===== config.mk =====
export PLATFORM = sky130hd
export DESIGN_NAME = mul_issue_ctrl
export DESIGN_NICKNAME = d
export VERILOG_FILES = /design/src/rtl/mul_issue_ctrl_pkg.sv /design/src/rtl/mul_operand_ext.sv /design/src/rtl/mul_issue_ctrl.sv
export SDC_FILE = /design/constraint.sdc
export NUM_CORES = 1
export LEC_CHECK = 0
export CAP_MARGIN = 20
export CORE_AREA = 2 2 178 180
export CTS_BUF_LIST = sky130_fd_sc_hd__clkbuf_4
export DETAILED_ROUTE_END_ITERATION = 8
export DIE_AREA = 0 0 180 182
export GPL_ROUTABILITY_DRIVEN = 1
export GPL_TIMING_DRIVEN = 0
export PLACE_DENSITY_LB_ADDON = 0.2
export RECOVER_POWER = 25
export SYNTH_ARGS = -nofsm -noshare
export SYNTH_HDL_FRONTEND = slang
export SYNTH_SLANG_ARGS = --single-unit

===== constraint.sdc =====
create_clock -name Clk -period 4.55 [get_ports Clk]
set_input_delay 1.1375 -clock Clk [delete_from_list [all_inputs] [get_ports Clk]]
set_output_delay 1.1375 -clock Clk [all_outputs]
set_load 0.01 [all_outputs]

===== src/rtl/mul_issue_ctrl_pkg.sv =====
// mul_issue_ctrl_pkg: shared definitions for the multiplier issue controller.
//   DataWidth    - architectural operand width
//   mul_op_e     - multiply op encodings (MulOp input)
//   hold_flag_e  - hold flag encodings driven to the final adder stage
//   state_e      - issue FSM state encoding
package mul_issue_ctrl_pkg;

  localparam int unsigned DataWidth = 64;

  typedef enum logic [1:0] {
    OP_MUL    = 2'b00,
    OP_MULH   = 2'b01,
    OP_MULHSU = 2'b10,
    OP_MULHU  = 2'b11
  } mul_op_e;

  typedef enum logic [1:0] {
    IDLE_F  = 2'b00,
    BUSY_F  = 2'b01,
    ABORT_F = 2'b10
  } hold_flag_e;

  typedef enum logic [1:0] {
    IDLE  = 2'b00,
    WAIT  = 2'b01,
    ABORT = 2'b10,
    DONE  = 2'b11
  } state_e;

endpackage


===== src/rtl/mul_operand_ext.sv =====
// mul_operand_ext: sign/zero extension of both multiplier operands by op.
//   op_i   - multiply op (MUL/MULH/MULHSU/MULHU)
//   rs1_i  - first source operand
//   rs2_i  - second source operand
//   opa_o  - rs1 extended to DataWidth+1 (signed unless MULHU)
//   opb_o  - rs2 extended to DataWidth+1 (signed for MUL/MULH only)
module mul_operand_ext
  import mul_issue_ctrl_pkg::*;
(
  input  mul_op_e              op_i,
  input  logic [DataWidth-1:0] rs1_i,
  input  logic [DataWidth-1:0] rs2_i,
  output logic [DataWidth:0]   opa_o,
  output logic [DataWidth:0]   opb_o
);

  logic sign_a;
  logic sign_b;

  assign sign_a = (op_i != OP_MULHU);
  assign sign_b = (op_i == OP_MUL) || (op_i == OP_MULH);

  assign opa_o = {sign_a & rs1_i[DataWidth-1], rs1_i};
  assign opb_o = {sign_b & rs2_i[DataWidth-1], rs2_i};

endmodule


===== src/rtl/mul_issue_ctrl.sv =====
// mul_issue_ctrl: EX-stage initiator for the multi-cycle multiplier hold
// handshake. Latches extended operands, raises the hold flag, stalls EX until
// the final adder stage returns its end pulse, then selects the product half.
//   Clk, Rst             - clock, synchronous active-high reset
//   MulReq, MulOp        - multiply request and op from EX
//   Rs1Data, Rs2Data     - source operands
//   FlushFromCtrl        - kills any in-flight multiply
//   MulHoldEndFromMul    - end pulse from the final adder stage
//   MulSumFromMul        - 2*DataWidth product, valid with the end pulse
//   MulOpA, MulOpB       - registered extended operands
//   MulHoldFlagToMul     - hold flag: 00 idle, 01 busy, 10 abort
//   MulStallReq          - combinational stall request to pipeline control
//   MulResult            - selected result, held until next capture
//   MulResultValid       - one-cycle result strobe
// Build option: MUL_ZERO_BYPASS_EN - zero operand requests skip the multiplier.
module mul_issue_ctrl
  import mul_issue_ctrl_pkg::*;
(
  input  logic                     Clk,
  input  logic                     Rst,
  input  logic                     MulReq,
  input  logic [1:0]               MulOp,
  input  logic [DataWidth-1:0]     Rs1Data,
  input  logic [DataWidth-1:0]     Rs2Data,
  input  logic                     FlushFromCtrl,
  input  logic                     MulHoldEndFromMul,
  input  logic [2*DataWidth-1:0]   MulSumFromMul,
  output logic [DataWidth:0]       MulOpA,
  output logic [DataWidth:0]       MulOpB,
  output logic [1:0]               MulHoldFlagToMul,
  output logic                     MulStallReq,
  output logic [DataWidth-1:0]     MulResult,
  output logic                     MulResultValid
);

  state_e               state_q, state_d;
  hold_flag_e           flag_q, flag_d;
  mul_op_e              op_q, op_d;
  logic [DataWidth:0]   opa_q, opa_d;
  logic [DataWidth:0]   opb_q, opb_d;
  logic [DataWidth-1:0] result_q, result_d;
  logic [DataWidth:0]   ext_a, ext_b;
  logic                 accept;
  logic                 bypass;

  mul_operand_ext u_ext (
    .op_i  (mul_op_e'(MulOp)),
    .rs1_i (Rs1Data),
    .rs2_i (Rs2Data),
    .opa_o (ext_a),
    .opb_o (ext_b)
  );

  assign accept = (state_q == IDLE) && MulReq && !FlushFromCtrl;

`ifdef MUL_ZERO_BYPASS_EN
  assign bypass = accept && ((Rs1Data == '0) || (Rs2Data == '0));
`else
  assign bypass = 1'b0;
`endif

  always_comb begin
    state_d  = state_q;
    flag_d   = flag_q;
    op_d     = op_q;
    opa_d    = opa_q;
    opb_d    = opb_q;
    result_d = result_q;
    unique case (state_q)
      IDLE: begin
        if (accept) begin
          op_d = mul_op_e'(MulOp);
          if (bypass) begin
            result_d = '0;
            state_d  = DONE;
          end else begin
            opa_d   = ext_a;
            opb_d   = ext_b;
            flag_d  = BUSY_F;
            state_d = WAIT;
          end
        end
      end
      WAIT: begin
        // Flush wins over an end pulse arriving in the same cycle.
        if (FlushFromCtrl) begin
          flag_d  = ABORT_F;
          state_d = ABORT;
        end else if (MulHoldEndFromMul) begin
          result_d = (op_q == OP_MUL) ? MulSumFromMul[DataWidth-1:0]
                                      : MulSumFromMul[2*DataWidth-1:DataWidth];
          flag_d   = IDLE_F;
          state_d  = DONE;
        end
      end
      ABORT: begin
        flag_d  = IDLE_F;
        state_d = IDLE;
      end
      DONE: begin
        state_d = IDLE;
      end
      default: begin
        flag_d  = IDLE_F;
        state_d = IDLE;
      end
    endcase
  end

  always_ff @(posedge Clk) begin
    if (Rst) begin
      state_q  <= IDLE;
      flag_q   <= IDLE_F;
      op_q     <= OP_MUL;
      opa_q    <= '0;
      opb_q    <= '0;
      result_q <= '0;
    end else begin
      state_q  <= state_d;
      flag_q   <= flag_d;
      op_q     <= op_d;
      opa_q    <= opa_d;
      opb_q    <= opb_d;
      result_q <= result_d;
    end
  end

  assign MulOpA           = opa_q;
  assign MulOpB           = opb_q;
  assign MulHoldFlagToMul = flag_q;
  assign MulResult        = result_q;
  assign MulResultValid   = (state_q == DONE) && !FlushFromCtrl;
  assign MulStallReq      = accept || (state_q == WAIT) || (state_q == ABORT);

endmodule


Yosys cells after proc, flatten, opt, wreduce, memory -nomap -nowiden
Index checks and enable logic that the tools add are counted.
{"block": "op_classes", "n_addsub": 0, "n_mul": 0, "n_div": 0, "magnitude_cmp": 0, "n_eq_ne": 7, "shifts": 0, "muxes": 8, "bitwise": 3, "reduce_logical": 16}
{"op": "two-way mux 64 bit", "count": 1}
{"op": "one-hot mux 2 bit (3 select lines)", "count": 2}
{"op": "two-way mux 2 bit", "count": 5}
{"op": "logical NOT 2 bit", "count": 3}
{"op": "AND reduction 3 bit", "count": 2}
{"op": "== test 2 x 1 -> 1 bit, second input constant", "count": 2}
{"op": "== test 2 bit, second input constant", "count": 2}
{"op": "!= test 2 bit, second input constant", "count": 2}
{"op": "AND reduction 2 bit", "count": 2}
{"op": "logical AND 1 bit", "count": 3}
{"op": "logical OR 1 bit", "count": 3}
{"op": "!= test 3 bit, second input constant", "count": 1}
{"op": "nonzero test 3 bit", "count": 1}
{"op": "AND 1 bit", "count": 2}
{"op": "OR reduction 2 bit", "count": 1}
{"op": "logical NOT 1 bit", "count": 1}
{"op": "inverter 1 bit", "count": 1}
{"block": "totals", "ff_bits": 200, "latchBits": 0, "mem_bits_rw": 0, "mem_bits_ro": 0, "input_bits": 263, "out_inout_bits": 198, "wordCells": 40, "memories": 0}

Logic depth before layout (Yosys ltp)
Gate-level depths: netlist of run 1.
{"block": "logic_depth", "word_depth": 5, "ltp_mapped": 9, "depth_no_buf": 5}

By module
A second synthesis of run 1 with hierarchy kept.
{"block": "unflattened", "hier_cells": 1096, "area_unflattened_um2": 8703.3}
{"mod": "mul_issue_ctrl", "instances": 1, "cells_each": 966, "area_per_inst_um2": 7724.9, "seq_area_each_um2": 4003.8}
{"mod": "mul_operand_ext", "instances": 1, "cells_each": 130, "area_per_inst_um2": 978.4, "seq_area_each_um2": 0.0}

Least setup slack after synthesis of run 1
Ideal clock, no wire load.
{"block": "synth_path", "path_type": "input to output", "start": "input port MulReq", "end": "output port MulStallReq", "arrival_ps": 1905, "t_required_ps": 3413, "path_slack_ps": 1508, "stages": 4, "path_buffers": 2, "cell_sequence": "and3b_1 -> buf_2 -> buf_6 -> or3_1"}
{"block": "synth_between", "elab_chain_cells": 4}
{"item": "from (decl)", "line_no": "mul_issue_ctrl.sv:21", "text": "input logic MulReq,"}
{"item": "logical AND 1 bit (2 in series)", "line_no": "mul_issue_ctrl.sv:54", "text": "assign accept = (state_q == IDLE) && MulReq && !FlushFromCtrl;"}
{"item": "logical OR 1 bit (2 in series)", "line_no": "mul_issue_ctrl.sv:133", "text": "assign MulStallReq = accept || (state_q == WAIT) || (state_q == ABORT);"}
{"item": "to (decl)", "line_no": "mul_issue_ctrl.sv:31", "text": "output logic MulStallReq,"}
Every way passes these cells.

Final worst setup path of run 1
{"block": "layout_path", "start": "input port FlushFromCtrl", "end": "output port MulStallReq"}
{"block": "layout_between", "elab_chain_cells": 4}
{"item": "from (decl)", "line_no": "mul_issue_ctrl.sv:25", "text": "input logic FlushFromCtrl,"}
{"item": "logical NOT 1 bit", "line_no": "mul_issue_ctrl.sv:54"}
{"item": "logical AND 1 bit", "line_no": "mul_issue_ctrl.sv:54"}
{"item": "logical OR 1 bit (2 in series)", "line_no": "mul_issue_ctrl.sv:133"}
Every way passes these cells.

==> flow_metrics.py, run 1 <==
metrics = {
    "logic_synthesis": {
        "yosysWarnings": 0,
        "syn_inst": 969,
        "synth_nets": 1237,
        "synth_cell_type_count": 30,
        "netlist_area_sq_um": 8110,
        "synth_top_cell_by_area": "dfxtp_1",
        "synth_top_area_share_pct": 49.4,
        "seq_area_frac_synth_pct": 49.4,
        "synthTopCellsByArea": "dfxtp_1 (49%), nand2_1 (15%), a311oi_2 (10%), a21oi_1 (8.2%), o21ai_0 (3.4%)",
        "syn_area_per_cell_sq_um": 8.36,
        "ys_ff_latch": 200,
    },
    "power": {
        "p_leak_nw": 4.63,
        "power_density_nw_per_um2": 358,
        "vdd_drop_max_mv": 0.168,
    },
    "critical_path": {
        "crit_type": "primary input to output pin",
        "worst_r2r_endpoint": "MulOpB[29]",
        "worst_path_max_delay_cell": "dlygate4sd3_1",
        "endpoint_kind": "output pin",
        "cp.required_ns": 3.41,
        "crit_path_max_incr_delay_ns": 0.70,
        "cp_max_fo": 10,
        "cp_num_buf_inv": 4,
        "cp.arrival_ns": 3.25,
        "critPathLaunchType": "primary input",
        "crit_end": "MulStallReq",
        "crit_path_start": "FlushFromCtrl",
        "path_depth": 6,
        "r2r-start": "state_q[0]",
        "worstPathCellList": "dlygate4sd3_1 > and3b_1 > buf_2 > buf_6 > or3_1 > clkdlybuf4s50_1",
        "reg2reg_slack_ns": 2.02,
        "r2r_cells": 8,
        "crit_family": "buffers and inverters",
    },
    "clock_network": {
        "cts_tree": "done",
        "cts_resized": 0,
        "root_buffer": "clkbuf_4",
        "postCtsSetupBuffers": 0,
        "cts_sinks": 200,
        "cts_buffers": 17,
        "htreeDepth": 4,
        "clk_pin_slew_ns": 0.16,
        "cts_buffer_depth": 2,
        "cts_hold_buf": 0,
        "clkLatencyLatePin_ns": 0.60,
    },
    "min_path": {
        "holdPathStages": 2,
        "worstHoldStart": "MulOpA[22]",
        "hp-class": "register to register",
    },
    "global_routing": {
        "grt_max_degree": 19,
        "globalRouteOverflowTotal": 0,
        "grt_usage_pct": 19.1,
        "grt_pass1_wl_um": 48400,
        "grt_pass1_vias": 8143,
        "antenna_found_initial": 2,
    },
    "layout": {
        "area_growth_syn_to_layout_pct": 65.2,
        "ff_latch_area_sq_um": 4000,
        "drive_above_1_share_pct": 8.83,
        "finalInstanceArea_sq_um": 13400,
        "multiInputGateArea_sq_um": 3560,
        "n_fill_cell": 3170,
        "final_common_cell": "clkdlybuf4s50_1",
        "final_cell_mix": "clkdlybuf4s50_1 (458), nand2_1 (328), dfxtp_1 (200)",
        "nets": 1716,
    },
    "sta": {
        "worst_pin_slew_ns": 0.795,
        "finClkSkew_ns": 0.0361,
        "finalSetupTns_ns": 0,
        "rsz0062_at_grt": "no",
        "timing.fmax_mhz": 228,
        "fin_crit_ns": 4.39,
        "slew_violations": 0,
        "period_share_pct": 96.4,
        "hold_viol": 0,
        "setup_viol": 0,
        "slew_headroom_pct": 47.0,
    },
    "floorplan": {
        "coreArea_sq_um": 31000,
        "initial_utilization_pct": 26.2,
        "die_area_sq_um": 32800,
        "die_h_um": 182,
        "placementRows": 65,
        "die_w_um": 180,
        "io_pins": 461,
    },
    "placed_design": {
        "portBuffers": 460,
        "dpl.hpwl_um": 25000,
        "gp_congestion": 0.808,
        "dpl_cell_area_sq_um": 13200,
    },
    "route": {
        "drt_iter0_drc": 394,
        "antenna_left": 0,
        "vias": 8466,
        "wl_um": 32500,
        "routedWlPerCell_um": 17.4,
        "route.detailed.drc": 0,
        "viasPerCell": 4.54,
        "dr.pass1.iters": 4,
    },
    "flow_run": {
        "cap_violations": 0,
    },
    "outcome": {
        "status": "finished, final reports clean",
    },
}
## registers in the layout, summed over array words and instances (netlist names)
name              count
MulHoldFlagToMul      2
MulOpA               65
MulOpB               65
MulResult            64
op_q                  2
state_q               2
## tightest hold or removal path, cell delays in order, from the launching register on
cell and delay (ns):
dfxtp_1 0.34, nand2_1 0.05, a21oi_1 0.05
## metrics by stage
step / cells / hold slack, ns / setup WS [ns] / util, % / total power [W]
after floorplan: 969 / 0.476 / 1.51 / - / 0.00299
after global placement: 1831 / 0.441 / 0.196 / 42.6 / 0.00393
after detailed placement: 1831 / 0.446 / 0.186 / 42.6 / 0.00394
after CTS: 1863 / 0.467 / 0.183 / 43.5 / 0.00489
after global routing: 1864 / 0.484 / 0.0812 / 43.2 / 0.00508
final: 1864 / 0.466 / 0.163 / 43.2 / 0.00480
## worst min path at each step
stage	to	slack, ns
floorplan	MulOpA[64]	0.48
CTS	MulOpB[30]	0.47
global route	MulOpA[15]	0.48
finish	MulOpA[22]	0.47
global placement	MulOpB[23]	0.44
detailed placement	MulOpB[15]	0.45
## cells by family (layout without fill, tap and decap cells)
kind of cell	count (synthesis)	in the layout	synth area share, %
flops	200	200	49.4
buf+inv	89	581	6.17
compound gates	267	267	24.0
fa+ha+maj	5	5	0.772
other cells	0	1	0
simple gates	407	407	19.5
mux	1	1	0.139
## report_power, final
part	switching [W]	total [W]	internal [W]	leakage (nW)
logic	0.000876	0.00176	0.000885	2.87
clock network	0.000690	0.000935	0.000245	0.134
registers	0.000123	0.00210	0.00198	1.63
## synthesized netlist by cell type, drive strengths merged
cell type / count
nand3: 1
mux2: 1
buf: 60
nor2: 66
a21oi: 133
and3b: 2
nand2: 328
a31o: 1
dfxtp: 200
inv: 3
a311oi: 64
a211oi: 3
a211o: 1
nor3b: 1
a21o: 1
or3: 1
o21ai: 64
nor2b: 3
clkbuf: 26
nor3: 1
nand3b: 2
nor4: 1
nand2b: 1
ha: 5
## final cells by class
cell class              count  area share, %
multi-input cells         680           26.6
well taps                 402           3.76
flip-flops and latches    200           29.9
clock buffers              19           1.07
repair buffers            460           34.4
diodes                      1         0.0187
inverters                   3         0.0841
clock inverters            13          0.832
plain buffers              86           3.39
## metal layers
metal	up-vias	GRT usage, %	part of all wire, %
met5	-	0	0.040
met4	2	5.59	1.9
met3	31	4.67	5.6
met2	270	32.7	49
met1	3934	23.7	44
li1	4229	-	-
No activity file was read; power rests on OpenSTA's default activity.
==> run 2: changes to the inputs <==
--- a/config.mk
+++ b/config.mk
@@ -8,6 +8,7 @@
 export CAP_MARGIN = 20
 export CORE_AREA = 2 2 178 180
 export CTS_BUF_LIST = sky130_fd_sc_hd__clkbuf_4
+export CTS_CLUSTER_DIAMETER = 50
 export DETAILED_ROUTE_END_ITERATION = 8
 export DIE_AREA = 0 0 180 182
 export GPL_ROUTABILITY_DRIVEN = 1
==> results of run 2 <==
The final DEF is identical to that of run 1; final timing and power are the same.
